==> config.mk <==
export PLATFORM = sky130hd
export DESIGN_NAME = mul_div_unit_flat
export DESIGN_NICKNAME = d
export VERILOG_FILES = /design/src/rtl/mini_src_pkg.sv /design/src/rtl/mul_div_unit_if.sv /design/src/rtl/mdu_sign_fix.sv /design/src/rtl/mul_div_unit.sv /design/src/flat_wrapper.sv
export SDC_FILE = /design/constraint.sdc
export NUM_CORES = 1
export LEC_CHECK = 0
export ABC_CLOCK_PERIOD_IN_PS = 3400
export BUFFER_PORTS_ARGS = -buffer_cell sky130_fd_sc_hd__buf_2
export CORE_ASPECT_RATIO = 1.5
export CORE_MARGIN = 2
export CORE_UTILIZATION = 42
export DETAILED_ROUTE_END_ITERATION = 8
export GPL_TIMING_DRIVEN = 0
export SYNTH_ARGS = -nofsm -noshare
export SYNTH_HDL_FRONTEND = slang
export SYNTH_SLANG_ARGS = --single-unit
==> constraint.sdc <==
create_clock -name clock -period 3.4 [get_ports clock]
set_input_delay 0.17 -clock clock [delete_from_list [all_inputs] [get_ports clock]]
set_output_delay 0.17 -clock clock [all_outputs]
set_load 0.005 [all_outputs]
==> src/rtl/mini_src_pkg.sv <==
// Shared definitions for the Mini SRC multiply/divide unit.
//   MDU_WIDTH   : default operand width
//   MDU_OP_*    : operation select encoding carried on the op signal
//   mdu_state_e : FSM state encoding, also exported on the debug state signal
package mini_src_pkg;

  localparam int MDU_WIDTH = 32;

  localparam logic MDU_OP_MUL = 1'b0;
  localparam logic MDU_OP_DIV = 1'b1;

  typedef enum logic [1:0] {
    MDU_IDLE = 2'd0,
    MDU_RUN  = 2'd1,
    MDU_FIX  = 2'd2,
    MDU_DONE = 2'd3
  } mdu_state_e;

endpackage

==> src/rtl/mul_div_unit_if.sv <==
// Request/response bundle between the Mini SRC datapath and mul_div_unit.
//   start/op/a/b            : request from the datapath (master)
//   busy/done               : status from the unit (slave)
//   z_high/z_low            : result for the Z register pair
//   div_by_zero             : flagged with done when a DIV had b == 0
//   state                   : debug view of the unit's FSM state
//
// Handshake: start is a request that is accepted on a rising clock edge only
// while busy is low (unit IDLE); op/a/b are sampled on that same edge.
// A start seen while busy is high is dropped, not queued. done is a
// one-cycle pulse marking the cycle in which z_high/z_low/div_by_zero first
// carry the new result; the result then holds until the next done.
interface mul_div_unit_if
  import mini_src_pkg::*;
#(
  parameter int WIDTH = MDU_WIDTH
) ();

  logic             start;
  logic             op;
  logic [WIDTH-1:0] a;
  logic [WIDTH-1:0] b;
  logic             busy;
  logic             done;
  logic [WIDTH-1:0] z_high;
  logic [WIDTH-1:0] z_low;
  logic             div_by_zero;
  mdu_state_e       state;

  modport master (
    output start, op, a, b,
    input  busy, done, z_high, z_low, div_by_zero, state
  );

  modport slave (
    input  start, op, a, b,
    output busy, done, z_high, z_low, div_by_zero, state
  );

endinterface

==> src/rtl/mdu_sign_fix.sv <==
// Conditional two's-complement negation of two words.
//   hi_i/neg_hi_i -> hi_o : hi_i negated when neg_hi_i is set
//   lo_i/neg_lo_i -> lo_o : lo_i negated when neg_lo_i is set
// On entry it turns signed a/b into magnitudes; in FIX it applies the
// remainder (sign of a) and quotient (sign a xor sign b) corrections.
// The magnitude of the most-negative value is read as an unsigned word.
module mdu_sign_fix
  import mini_src_pkg::*;
#(
  parameter int WIDTH = MDU_WIDTH
) (
  input  logic [WIDTH-1:0] hi_i,
  input  logic             neg_hi_i,
  input  logic [WIDTH-1:0] lo_i,
  input  logic             neg_lo_i,
  output logic [WIDTH-1:0] hi_o,
  output logic [WIDTH-1:0] lo_o
);

  assign hi_o = neg_hi_i ? ({WIDTH{1'b0}} - hi_i) : hi_i;
  assign lo_o = neg_lo_i ? ({WIDTH{1'b0}} - lo_i) : lo_i;

endmodule

==> src/rtl/mul_div_unit.sv <==
// Iterative signed multiply (radix-2 Booth) / divide (restoring on
// magnitudes with sign fix-up) for the Mini SRC Z register pair.
//   clock : rising-edge clock
//   clear : asynchronous active-low reset
//   bus   : mul_div_unit_if slave (start/op/a/b in, busy/done/z/flags out)
// Timing for an accepted start in cycle T: RUN T+1..T+WIDTH, FIX T+WIDTH+1,
// DONE (done pulse) T+WIDTH+2. DIV by zero goes straight to DONE at T+1.
module mul_div_unit
  import mini_src_pkg::*;
#(
  parameter int WIDTH = MDU_WIDTH
) (
  input  logic          clock,
  input  logic          clear,
  mul_div_unit_if.slave bus
);

  localparam int CW = $clog2(WIDTH) + 1;

  mdu_state_e       state_q;
  logic             op_q, sign_a_q, sign_b_q, qm1_q;
  logic             busy_q, done_q, div_by_zero_q;
  // acc_q: Booth accumulator (MUL) or partial remainder (DIV); the extra
  // bit absorbs the most-negative multiplicand case.
  logic [WIDTH:0]   acc_q, acc_d;
  // q_q: multiplier being shifted out (MUL) or quotient being built (DIV).
  logic [WIDTH-1:0] q_q, q_d;
  // mcand_q: multiplicand A (MUL) or divisor magnitude |b| (DIV).
  logic [WIDTH-1:0] mcand_q;
  logic [WIDTH-1:0] z_high_q, z_low_q;
  logic [CW-1:0]    count_q;
  logic             qm1_d;

  logic [WIDTH-1:0] mag_a, mag_b, fix_rem, fix_quo;
  logic [WIDTH:0]   addend, booth_sum, div_shift, div_sub;
  logic             div_fits;

  mdu_sign_fix #(.WIDTH(WIDTH)) u_entry_mag (
    .hi_i     (bus.a),
    .neg_hi_i (bus.a[WIDTH-1]),
    .lo_i     (bus.b),
    .neg_lo_i (bus.b[WIDTH-1]),
    .hi_o     (mag_a),
    .lo_o     (mag_b)
  );

  mdu_sign_fix #(.WIDTH(WIDTH)) u_result_fix (
    .hi_i     (acc_q[WIDTH-1:0]),
    .neg_hi_i (sign_a_q),
    .lo_i     (q_q),
    .neg_lo_i (sign_a_q ^ sign_b_q),
    .hi_o     (fix_rem),
    .lo_o     (fix_quo)
  );

  // One RUN iteration of either algorithm.
  always_comb begin
    addend    = {mcand_q[WIDTH-1], mcand_q};
    booth_sum = acc_q;
    if ({q_q[0], qm1_q} == 2'b01) begin
      booth_sum = acc_q + addend;
    end else if ({q_q[0], qm1_q} == 2'b10) begin
      booth_sum = acc_q - addend;
    end
    // Remainder stays below |b|, so the shifted value fits WIDTH+1 bits.
    div_shift = {acc_q[WIDTH-1:0], q_q[WIDTH-1]};
    div_fits  = (div_shift >= {1'b0, mcand_q});
    div_sub   = div_shift - {1'b0, mcand_q};
    if (op_q == MDU_OP_MUL) begin
      acc_d = {booth_sum[WIDTH], booth_sum[WIDTH:1]};
      q_d   = {booth_sum[0], q_q[WIDTH-1:1]};
      qm1_d = q_q[0];
    end else begin
      acc_d = div_fits ? div_sub : div_shift;
      q_d   = {q_q[WIDTH-2:0], div_fits};
      qm1_d = 1'b0;
    end
  end

  always_ff @(posedge clock or negedge clear) begin
    if (!clear) begin
      state_q       <= MDU_IDLE;
      op_q          <= MDU_OP_MUL;
      sign_a_q      <= 1'b0;
      sign_b_q      <= 1'b0;
      qm1_q         <= 1'b0;
      busy_q        <= 1'b0;
      done_q        <= 1'b0;
      div_by_zero_q <= 1'b0;
      acc_q         <= '0;
      q_q           <= '0;
      mcand_q       <= '0;
      z_high_q      <= '0;
      z_low_q       <= '0;
      count_q       <= '0;
    end else begin
      done_q <= 1'b0;
      case (state_q)
        MDU_IDLE: begin
          if (bus.start) begin
            op_q          <= bus.op;
            sign_a_q      <= bus.a[WIDTH-1];
            sign_b_q      <= bus.b[WIDTH-1];
            qm1_q         <= 1'b0;
            acc_q         <= '0;
            busy_q        <= 1'b1;
            div_by_zero_q <= 1'b0;
            count_q       <= CW'(WIDTH);
            state_q       <= MDU_RUN;
            if (bus.op == MDU_OP_DIV) begin
              q_q     <= mag_a;
              mcand_q <= mag_b;
              if (bus.b == '0) begin
                z_high_q      <= bus.a;
                z_low_q       <= '1;
                div_by_zero_q <= 1'b1;
                done_q        <= 1'b1;
                state_q       <= MDU_DONE;
              end
            end else begin
              q_q     <= bus.b;
              mcand_q <= bus.a;
            end
          end
        end
        MDU_RUN: begin
          acc_q   <= acc_d;
          q_q     <= q_d;
          qm1_q   <= qm1_d;
          count_q <= count_q - CW'(1);
          if (count_q == CW'(1)) begin
            state_q <= MDU_FIX;
          end
        end
        MDU_FIX: begin
          if (op_q == MDU_OP_MUL) begin
            z_high_q <= acc_q[WIDTH-1:0];
            z_low_q  <= q_q;
          end else begin
            z_high_q <= fix_rem;
            z_low_q  <= fix_quo;
          end
          done_q  <= 1'b1;
          state_q <= MDU_DONE;
        end
        MDU_DONE: begin
          busy_q  <= 1'b0;
          state_q <= MDU_IDLE;
        end
        default: begin
          busy_q  <= 1'b0;
          state_q <= MDU_IDLE;
        end
      endcase
    end
  end

  assign bus.busy        = busy_q;
  assign bus.done        = done_q;
  assign bus.z_high      = z_high_q;
  assign bus.z_low       = z_low_q;
  assign bus.div_by_zero = div_by_zero_q;
  assign bus.state       = state_q;

endmodule

==> src/flat_wrapper.sv <==
// flat-port wrapper written by rule: the top's interface ports become plain ports
module mul_div_unit_flat import mini_src_pkg::*;
#(
  parameter int WIDTH = MDU_WIDTH
)
  (clock, clear, bus_start, bus_op, bus_a, bus_b, bus_busy, bus_done, bus_z_high, bus_z_low, bus_div_by_zero, bus_state);
  mul_div_unit_if #(.WIDTH(WIDTH)) bus_i ();
  input  logic clock;
  input  logic clear;
  input wire logic [$bits(bus_i.start)-1:0] bus_start;
  input wire logic [$bits(bus_i.op)-1:0] bus_op;
  input wire logic [$bits(bus_i.a)-1:0] bus_a;
  input wire logic [$bits(bus_i.b)-1:0] bus_b;
  output wire logic [$bits(bus_i.busy)-1:0] bus_busy;
  output wire logic [$bits(bus_i.done)-1:0] bus_done;
  output wire logic [$bits(bus_i.z_high)-1:0] bus_z_high;
  output wire logic [$bits(bus_i.z_low)-1:0] bus_z_low;
  output wire logic [$bits(bus_i.div_by_zero)-1:0] bus_div_by_zero;
  output wire logic [$bits(bus_i.state)-1:0] bus_state;
  assign bus_i.start = bus_start;
  assign bus_i.op = bus_op;
  assign bus_i.a = bus_a;
  assign bus_i.b = bus_b;
  assign bus_busy = bus_i.busy;
  assign bus_done = bus_i.done;
  assign bus_z_high = bus_i.z_high;
  assign bus_z_low = bus_i.z_low;
  assign bus_div_by_zero = bus_i.div_by_zero;
  assign bus_state = bus_i.state;
  mul_div_unit #(.WIDTH(WIDTH)) u_core (.clock(clock), .clear(clear), .bus(bus_i));
endmodule
### After elaboration in Yosys (flattened, before gate mapping)

Index checks and enable logic that the tools add are counted.

| operators by class | value |
|---|---|
| multiplexer cells | 41 |
| bitwise logic cells | 1 |
| add/sub/neg operators | 8 |
| magnitude comparators | 1 |
| equal/unequal tests | 10 |
| reduce and logical (&&, ||, !) cells | 10 |

Operators by type and width:

| kind | number |
|---|---|
| 32-bit two-way mux | 16 |
| 32-bit case mux with 2 select lines | 3 |
| 33-bit two-way mux | 5 |
| 1-bit by 32-bit subtractor with 32-bit output, first input constant | 4 |
| 33-bit case mux with 2 select lines | 1 |
| 33-bit adder | 1 |
| 33-bit by 32-bit >= comparator with 1-bit output | 1 |
| 33-bit by 32-bit subtractor with 33-bit output | 1 |
| 33-bit subtractor | 1 |
| 32-bit logical NOT | 1 |
| 6-bit case mux with 2 select lines | 1 |
| 2-bit two-way mux | 4 |
| 2-bit case mux with 4 select lines | 1 |
| 2-bit AND reduction | 4 |
| 2-bit equality test, second input constant | 3 |
| 6-bit by 1-bit equality test with 1-bit output, second input constant | 1 |
| 1-bit two-way mux | 6 |
| 6-bit two-way mux | 1 |
| 1-bit case mux with 2 select lines | 3 |
| 2-bit nonzero test | 3 |
| 6-bit by 1-bit subtractor with 6-bit output, second input constant | 1 |
| 2-bit by 1-bit equality test with 1-bit output, second input constant | 2 |
| 2-bit by 1-bit inequality test with 1-bit output, second input constant | 2 |
| 2-bit inequality test, second input constant | 2 |
| other kinds (3) | 3 |

| storage, ports and cells | value |
|---|---|
| register bits after elaboration | 176 |

### Longest topological paths before layout

Gate-level depths: netlist of the first run.

| logic depth | value |
|---|---|
| depth in word-level cells | 5 |
| gate-level depth with buffers | 14 |
| gate-level depth less buffers | 14 |

### By module

Synthesis of the first run repeated with hierarchy kept, for this count alone.

| second synthesis, totals | value |
|---|---|
| cells, all modules | 2280 |
| area, all modules | 18104.9 um2 |

Modules (own cells, without submodules):

| module | cells an instance | instances | sequential area each (um2) | area an instance (um2) |
|---|---|---|---|---|
| mul_div_unit | 1906 | 1 | 4404.2 | 15457.3 |
| mdu_sign_fix | 187 | 2 | 0.0 | 1323.8 |

### Worst setup path before layout of the first run

No wires, ideal clock.

| timing path | value |
|---|---|
| path type | register to register |
| start | register u_core.acc_q[9] |
| end | register u_core.acc_q[23] |
| buffers on the path | 3 |
| slack | 0.097 ns |
| data required time | 3.257 ns |
| arrival time | 3.161 ns |
| library setup time | 0.143 ns |
| period minus slack after synthesis | 3.303 ns |
| cell stages (with the launch flop) | 14 |
| path through | dfrtp_1 -> ha_1 -> and3_1 -> a221oi_1 -> nor4b_1 -> a21oi_1 -> a21oi_1 -> o311a_1 -> buf_2 -> clkbuf_1 -> clkbuf_1 -> nor2_1 -> a21oi_1 -> o221ai_1 |

| on the way | value |
|---|---|
| word-level cells in the longest chain between the ends | 5 |
| elaborated cells between the ends (all ways) | 9 |
| classes of those cells | add/sub: 3; order compare: 1; mux: 5 |

Ends and longest elaborated chain:

| item | line | source |
|---|---|---|
| from (decl) | mul_div_unit.sv:25 | `logic [WIDTH:0] acc_q, acc_d;` |
| from (signal assigned) | mul_div_unit.sv:90 | `acc_q <= '0;` |
| from (signal assigned) | mul_div_unit.sv:105 | `acc_q <= '0;` |
| from (signal assigned) | mul_div_unit.sv:127 | `acc_q <= acc_d;` |
| 33-bit subtractor | mul_div_unit.sv:63 | `booth_sum = acc_q - addend;` |
| 33-bit two-way mux | mul_div_unit.sv:62 | `end else if ({q_q[0], qm1_q} == 2'b10) begin` |
| 33-bit two-way mux | mul_div_unit.sv:60 | `if ({q_q[0], qm1_q} == 2'b01) begin` |
| 33-bit two-way mux (*) | mul_div_unit.sv:69 | `if (op_q == MDU_OP_MUL) begin` |
| 33-bit case mux with 2 select lines (*) | mul_div_unit.sv:98 | `case (state_q)` |

Mark *: on every way between the ends. The rest lies on a longest branch, timed or not.
A chain may end at the register's enable or synchronous reset.

### Final worst setup path of the first run

| timing path | value |
|---|---|
| start | register u_core.q_q[0] |
| end | register u_core.q_q[31] |

| on the way | value |
|---|---|
| word-level cells in the longest chain between the ends | 5 |
| elaborated cells between the ends (all ways) | 6 |
| classes of those cells | eq/ne: 2; mux: 4 |

Ends and longest elaborated chain:

| item | line | source |
|---|---|---|
| from (decl) | mul_div_unit.sv:27 | `logic [WIDTH-1:0] q_q, q_d;` |
| from (signal assigned) | mul_div_unit.sv:111 | `q_q <= mag_a;` |
| from (signal assigned) | mul_div_unit.sv:121 | `q_q <= bus.b;` |
| from (signal assigned) | mul_div_unit.sv:128 | `q_q <= q_d;` |
| 2-bit equality test | mul_div_unit.sv:62 |  |
| 33-bit two-way mux | mul_div_unit.sv:62 |  |
| 33-bit two-way mux (*) | mul_div_unit.sv:60 |  |
| 32-bit two-way mux (*) | mul_div_unit.sv:69 |  |
| 32-bit case mux with 2 select lines (*) | mul_div_unit.sv:98 |  |

Marked as above.

==> flow_summary.ini, run 1 <==
[route]
viasPerCell = 6.14
drc_errors = 0
detail-route-antenna-nets = 0
vias = 18300
dr.first_iter.drc_count = 1281
wire_per_inst_um = 25.1
routed_wl_mm = 74.7
first_pass_iters = 6

[synth]
yosys_warnings = 0
synth_flop_cell = dfrtp_1
async_reset_ff_share_pct = 100
yosysTopAreaCell = dfrtp_1
synth_edf_count = 0
synth-seq-cells = 176
yosysUniqueCellTypes = 81
synthTopCellsByArea = dfrtp_1 (26%), ha_1 (7.7%), o21ai_0 (7.1%), a21oi_1 (7.0%), xor2_1 (5.4%)
netlist_top_cells_count = o21ai_0 (244), a21oi_1 (241), nand2_1 (236)
netlist_instances = 2262
syn_nets = 2439
synth_area_per_cell_um2 = 7.58
synth_top_area_share_pct = 25.7
yosysMostFrequentCell = o21ai_0
synthesis.area_mm2 = 0.0172
yosysSeqAreaShare_pct = 25.7

[global_route]
antenna_found_initial = 1
first_global_vias = 18600
grt_max_degree = 112
grt_pass1_wl_mm = 112
grtUsageTotal_pct = 34.9
grt-ovfl-total = 0

[sta]
finalClockSkew_ns = 0.0125
finalCritPeriodShare_pct = 102
hold_ws_ns = 0.0747
finalSetupViolations = 4
tightest_slew_ns = 1.30
relSlewSlack_pct = 13.1
period_minus_slack_ns = 3.45
rsz0062_at_grt = true
hold_viol = 0
layout_setup_ws_ns = -0.0540
slew_viol_final = 0
fmax_mhz = 290

[setup_path]
start_kind = flop
endpoint = u_core.q_q[31]$_DFFE_PN0P_
path_class = flop to flop
max_stage_delay_ns = 0.67
cp-startpoint = u_core.q_q[0]$_DFFE_PN0P_
arrival_ns = 3.83
r2r_slack_ns = -0.05
cp.required_ns = 3.77
setup.worst_path.end_class = flop
cp_max_fo = 10
r2r_end = u_core.q_q[31]$_DFFE_PN0P_
rr_worst_depth = 10
cpMaxStageDelayCell = clkbuf_1
crit_chain = inv_2 -> clkbuf_16 -> buf_4 -> nand2_1 -> nand2_1 -> clkbuf_1 -> o21ai_0 -> o211ai_1 -> o211ai_1 -> o21ai_0
r2r_start = u_core.q_q[0]$_DFFE_PN0P_

[placed_design]
dp_hpwl_mm = 57.9
dp_cells = 2901
portBuffers = 132
post_dp_cell_area_mm2 = 0.0185
gp_congestion = 0.990

[cells_and_area]
layout-drive-gt1-share_pct = 18.7
stdcell_area_mm2 = 0.0205
stdcell_count = 2975
area_growth_pct = 19.5
nets = 2632

[cts]
path_clk_slew_ns = 0.08
numCtsBuffers = 17
htreeDepth = 4
ctsLongestPathBuffers = 2
cts_root_buffer = clkbuf_16
clk_latency_ns = 0.47
cts_tree = done
clock-sinks = 176

[floorplan]
core-area_mm2 = 0.0403
design.die.area_mm2 = 0.0425
initial_core_util_pct = 42.5
io_pins = 137
fp.dieW_um = 169
die_h_um = 251
rows = 90

[power_and_ir_drop]
ir_drop_mv = 0.412
p_per_area_mw_per_mm2 = 729
p_leak_nw = 8.23

[flow_run]
cap_violations = 0

[status]
status = finished with violations
violations = setup timing

[worst_hold_path]
worst_hold_startpoint = bus_a[17]
hold_depth = 3
hp-class = input pin to flop
through the flow:
step	utilization, %	TNS [ns]	power, mW	setup WS (ns)
6_report	50.8	-0.0848	14.9	-0.0540
2_1_floorplan	-	0	8.71	0.0965
5_1_grt	50.8	-0.275	15.8	-0.105
3_5_place_dp	45.8	-57.82	11.2	-1.62
4_1_cts	49.8	-0.606	14.3	-0.139
3_3_place_gp	45.8	-210.70	11.2	-1.62
power by group:
part	total (mW)	internal (mW)	switching, mW	leakage (nW)
Combinational	9.40	3.71	5.69	5.66
Sequential	3.34	2.50	0.846	2.27
Clock	2.19	1.23	0.966	0.303
Total	14.9	7.44	7.50	8.23
critical path: cells and delay by family (launching register included):
kind / cells / cell delay [ns]
flops: 1 / 0.40
compound gates: 4 / 0.84
simple gates: 2 / 0.90
buf+inv: 4 / 1.19
logic make-up (layout without fill, tap and decap cells):
logic type,count (synthesis),count (layout),share of synthesized area (%)
AOI/OAI and AO/OA,784,784,28.5
and+or+nand+nor,693,693,18.7
buffers and inverters,251,457,5.90
xor gates and xnor gates,192,192,9.81
DFF,176,176,25.7
adders and majority gates,109,109,8.08
muxes,57,57,3.35
other,0,1,0
layout make-up:
type                    instances  area (um^2)
flip-flops and latches        176         4440
repair buffers                187         1110
clock buffers                  22          474
fillers                      4061        19800
multi-input cells            1835        12600
plain buffers                 141          678
well taps                     506          633
diodes                          1         2.50
clock inverters                10          149
inverters                      97          370
flip-flops by register name (all words and copies together), names as in the netlist, 2 cells and up:
| register | cells |
|---|---|
| u_core.mcand_q | 32 |
| u_core.q_q | 32 |
| u_core.bus.state | 2 |
| u_core.bus.z_high | 32 |
| u_core.acc_q | 33 |
| u_core.bus.z_low | 32 |
| u_core.count_q | 6 |
layout by cell type, fill, tap and decap left out, drive strengths merged, types with 7 or more instances in the layout:
master,synthesis,final
nor2,248,248
o21ai,245,245
a21oi,242,242
nand2,236,236
buf,25,211
dfrtp,176,176
clkbuf,129,136
xor2,106,106
ha,106,106
inv,97,99
xnor2,86,86
mux2i,54,54
a31oi,45,45
o31ai,34,34
a21o,33,33
nor3,32,32
nand3,25,25
or3,25,25
o211ai,21,21
nor4,19,19
o41ai,19,19
nand2b,18,18
nor2b,18,18
or4,18,18
a211oi,17,17
o21bai,16,16
o22ai,14,14
o221ai,13,13
nand4,11,11
and2,11,11
a221o,10,10
and3,9,9
o21a,8,8
a221oi,8,8
or2,7,7
a22oi,7,7
worst min-delay path by stage:
stage / slack (ns) / endpoint
after floorplan: -0.13 / u_core.acc_q[0]$_DFFE_PN0P_
final: 0.07 / u_core.mcand_q[17]$_DFFE_PN0P_
after global routing: 0.1 / u_core.mcand_q[29]$_DFFE_PN0P_
after global placement: 0.46 / u_core.bus.z_high[20]$_DFFE_PN0P_
after detailed placement: 0.14 / u_core.bus.z_low[5]$_DFFE_PN0P_
after CTS: 0.07 / u_core.mcand_q[13]$_DFFE_PN0P_
routing by layer:
| metal | part of all wire (%) | track usage (%) | routed length [um] |
|---|---|---|---|
| met3 | 5.2 | 4.56 | 3910 |
| met2 | 51 | 63.0 | 38100 |
| met1 | 36 | 38.2 | 27100 |
| met4 | 7.5 | 22.8 | 5640 |
| met5 | 0 | 0 | 0 |
what timing repair did:
item / in CTS / in global routing
buffers inserted: 39 / 14
hold buffers: 1 / 0
endpoints found under the setup margin: 68 / 74
hold endpoints to repair: 65 / 0
gates resized for setup: 173 / 84
pin swaps: 39 / 45
Power figures use the tool's default switching activity.
==> run 2, diff against run 1 <==
--- a/config.mk
+++ b/config.mk
@@ -6,11 +6,12 @@
 export NUM_CORES = 1
 export LEC_CHECK = 0
-export ABC_CLOCK_PERIOD_IN_PS = 3400
+export ABC_CLOCK_PERIOD_IN_PS = 3600
 export BUFFER_PORTS_ARGS = -buffer_cell sky130_fd_sc_hd__buf_2
 export CORE_ASPECT_RATIO = 1.5
 export CORE_MARGIN = 2
-export CORE_UTILIZATION = 42
+export CORE_UTILIZATION = 50
 export DETAILED_ROUTE_END_ITERATION = 8
 export GPL_TIMING_DRIVEN = 0
+export PLACE_DENSITY = 0.68
 export SYNTH_ARGS = -nofsm -noshare
 export SYNTH_HDL_FRONTEND = slang
==> constraint.sdc (replaced) <==
create_clock -name clock -period 3.6 [get_ports clock]
set_input_delay 0.18 -clock clock [delete_from_list [all_inputs] [get_ports clock]]
set_output_delay 0.18 -clock clock [all_outputs]
set_load 0.01 [all_outputs]
==> flow_summary.ini, run 2 (synthesis gave the netlist of run 1 again) <==
[cts]
ctsLongestPathBuffers = 2
htreeDepth = 4
clk_latency_ns = 0.46
cts_tree = done
numCtsBuffers = 17
cts_root_buffer = clkbuf_16
path_clk_slew_ns = 0.07
clock-sinks = 176

[sta]
slew_viol_final = 0
rsz0062_at_grt = true
hold_ws_ns = 0.104
finalClockSkew_ns = 0.00968
fmax_mhz = 270
relSlewSlack_pct = 9.40
finalSetupViolations = 1
tightest_slew_ns = 1.36
layout_setup_ws_ns = -0.103
hold_viol = 0
finalCritPeriodShare_pct = 103
period_minus_slack_ns = 3.70

[route]
routed_wl_mm = 67.1
wl_met1_mm = 24.8
viasPerCell = 6.25
highest_layer = met4
first_pass_iters = 6
dr_wl_met3_mm = 3.73
wire_per_inst_um = 23.5
dr_wl_met2_mm = 33.0
vias = 17900
detail-route-antenna-nets = 0
dr.first_iter.drc_count = 1498
drc_errors = 0

[placed_design]
portBuffers = 132
place_ws_ns = -1.16
gp_congestion = 1.03
dp_hpwl_mm = 52.6

[floorplan]
initial_core_util_pct = 50.3
design.die.area_mm2 = 0.0358
rows = 83
fp.dieW_um = 155
die_h_um = 231
core-area_mm2 = 0.0341
io_pins = 137

[worst_hold_path]
hp-class = input pin to flop

[setup_path]
setup.worst_path.end_class = flop
crit_chain = inv_4 -> clkbuf_16 -> buf_4 -> nand2_1 -> nand2_1 -> clkbuf_1 -> o21ai_0 -> o211ai_1 -> o211ai_1 -> o21ai_0
cpMaxStageDelayCell = clkbuf_1
arrival_ns = 4.07
max_stage_delay_ns = 0.73
path_class = flop to flop
cpLargestDelayFamily = buffers and inverters
start_kind = flop
cp.required_ns = 3.97
path_buf_inv = 4
cp_max_fo = 10

[cells_and_area]
n_antenna_cell = 0
largest_register_ffs = 33
layout-drive-gt1-share_pct = 13.8
max_flop_register = u_core.acc_q
nets = 2604
multi_input_area_mm2 = 0.0122
ff_latch_area_mm2 = 0.00442
final_cell_mix = o21ai_0 (237), a21oi_1 (235), nand2_1 (234), nor2_1 (225), dfrtp_1 (163)
area_growth_pct = 14.4
final_common_cell = o21ai_0
fillers = 3282

[global_route]
antenna_found_initial = 0
grtUsageTotal_pct = 37.2
grt-ovfl-total = 0
grt_max_degree = 108
grt_pass1_wl_mm = 102
first_global_vias = 18100

[status]
status = finished with violations
violations = setup timing

[power_and_ir_drop]
ir_drop_mv = 0.360
p_leak_nw = 7.98
p_per_area_mw_per_mm2 = 657

[flow_run]
cap_violations = 0
-- run 2: changes by cell type in the layout (fill, tap and decap cells not counted), sizes merged --
cell      before  now
bufinv         3    2
buf          211  176
inv           99   97
clkbuf       136  140
clkinvlp       2    5
diode          1    0
clkinv         3    2
-- run 2: cell type report --
| type | count | area share, % |
|---|---|---|
| Clock buffer | 19 | 2.26 |
| Multi-Input combinational cell | 1835 | 62.2 |
| Timing Repair Buffer | 154 | 4.38 |
| Buffer | 146 | 3.48 |
| Sequential cell | 176 | 22.5 |
| Tap cell | 425 | 2.71 |
| Inverter | 97 | 1.87 |
| Clock inverter | 9 | 0.587 |
-- run 2: stage by stage --
stage	power, mW	cell area, um^2	TNS [ns]	std cells	utilization (%)
6_report	12.9	19600	-0.103	2861	57.6
5_1_grt	13.7	19600	-0.0688	2861	57.6
4_1_cts	12.4	19300	-0.0510	2849	56.6
3_5_place_dp	10.2	18400	-32.92	2820	54.0
3_3_place_gp	10.2	18300	-128.42	2819	53.8
2_1_floorplan	8.23	17200	0	2262	-
-- run 2: worst reg2reg max path, cell delays in order, from the launching register on --
cell and delay [ns]:
dfrtp_2 0.43, inv_4 0.09, clkbuf_16 0.14, buf_4 0.27
nand2_1 0.32, nand2_1 0.57, clkbuf_1 0.73, o21ai_0 0.41
o211ai_1 0.28, o211ai_1 0.22, o21ai_0 0.15
-- run 2: worst paths after layout --
check	end	depth (start not counted)	from	slack [ns]
max in group asynchronous	u_core.q_q[31]$_DFFE_PN0P_	3	clear	2.39
worst max register to register	u_core.q_q[31]$_DFFE_PN0P_	10	u_core.q_q[0]$_DFFE_PN0P_	-0.10
min in group asynchronous	u_core.bus.z_low[4]$_DFFE_PN0P_	2	clear	0.25
worst min register to register	u_core.bus.z_high[10]$_DFFE_PN0P_	2	u_core.bus.z_high[10]$_DFFE_PN0P_	0.48
worst max-delay path	u_core.q_q[31]$_DFFE_PN0P_	10	u_core.q_q[0]$_DFFE_PN0P_	-0.10
worst min-delay path	u_core.mcand_q[0]$_DFFE_PN0P_	3	bus_b[0]	0.10
-- run 2: what timing repair did --
action	in CTS	in global routing
buffers inserted	3	17
pin swaps	3	23
setup endpoints to repair	58	51
resized for setup	67	69
hold buffers	1	0
endpoints found under the hold margin	69	0
-- run 2: metal layers --
| layer | vias up | GRT usage [%] |
|---|---|---|
| li1 | 8411 | - |
| met1 | 8491 | 40.8 |
| met2 | 727 | 64.9 |
| met3 | 254 | 5.73 |
| met4 | 0 | 26.9 |
| met5 | - | 0 |
-- run 2: report_power, final --
part           switching [mW]  internal, mW  total, mW
Sequential              0.780          2.35       3.13
Combinational            4.78          3.07       7.86
Clock                   0.866          1.03       1.89
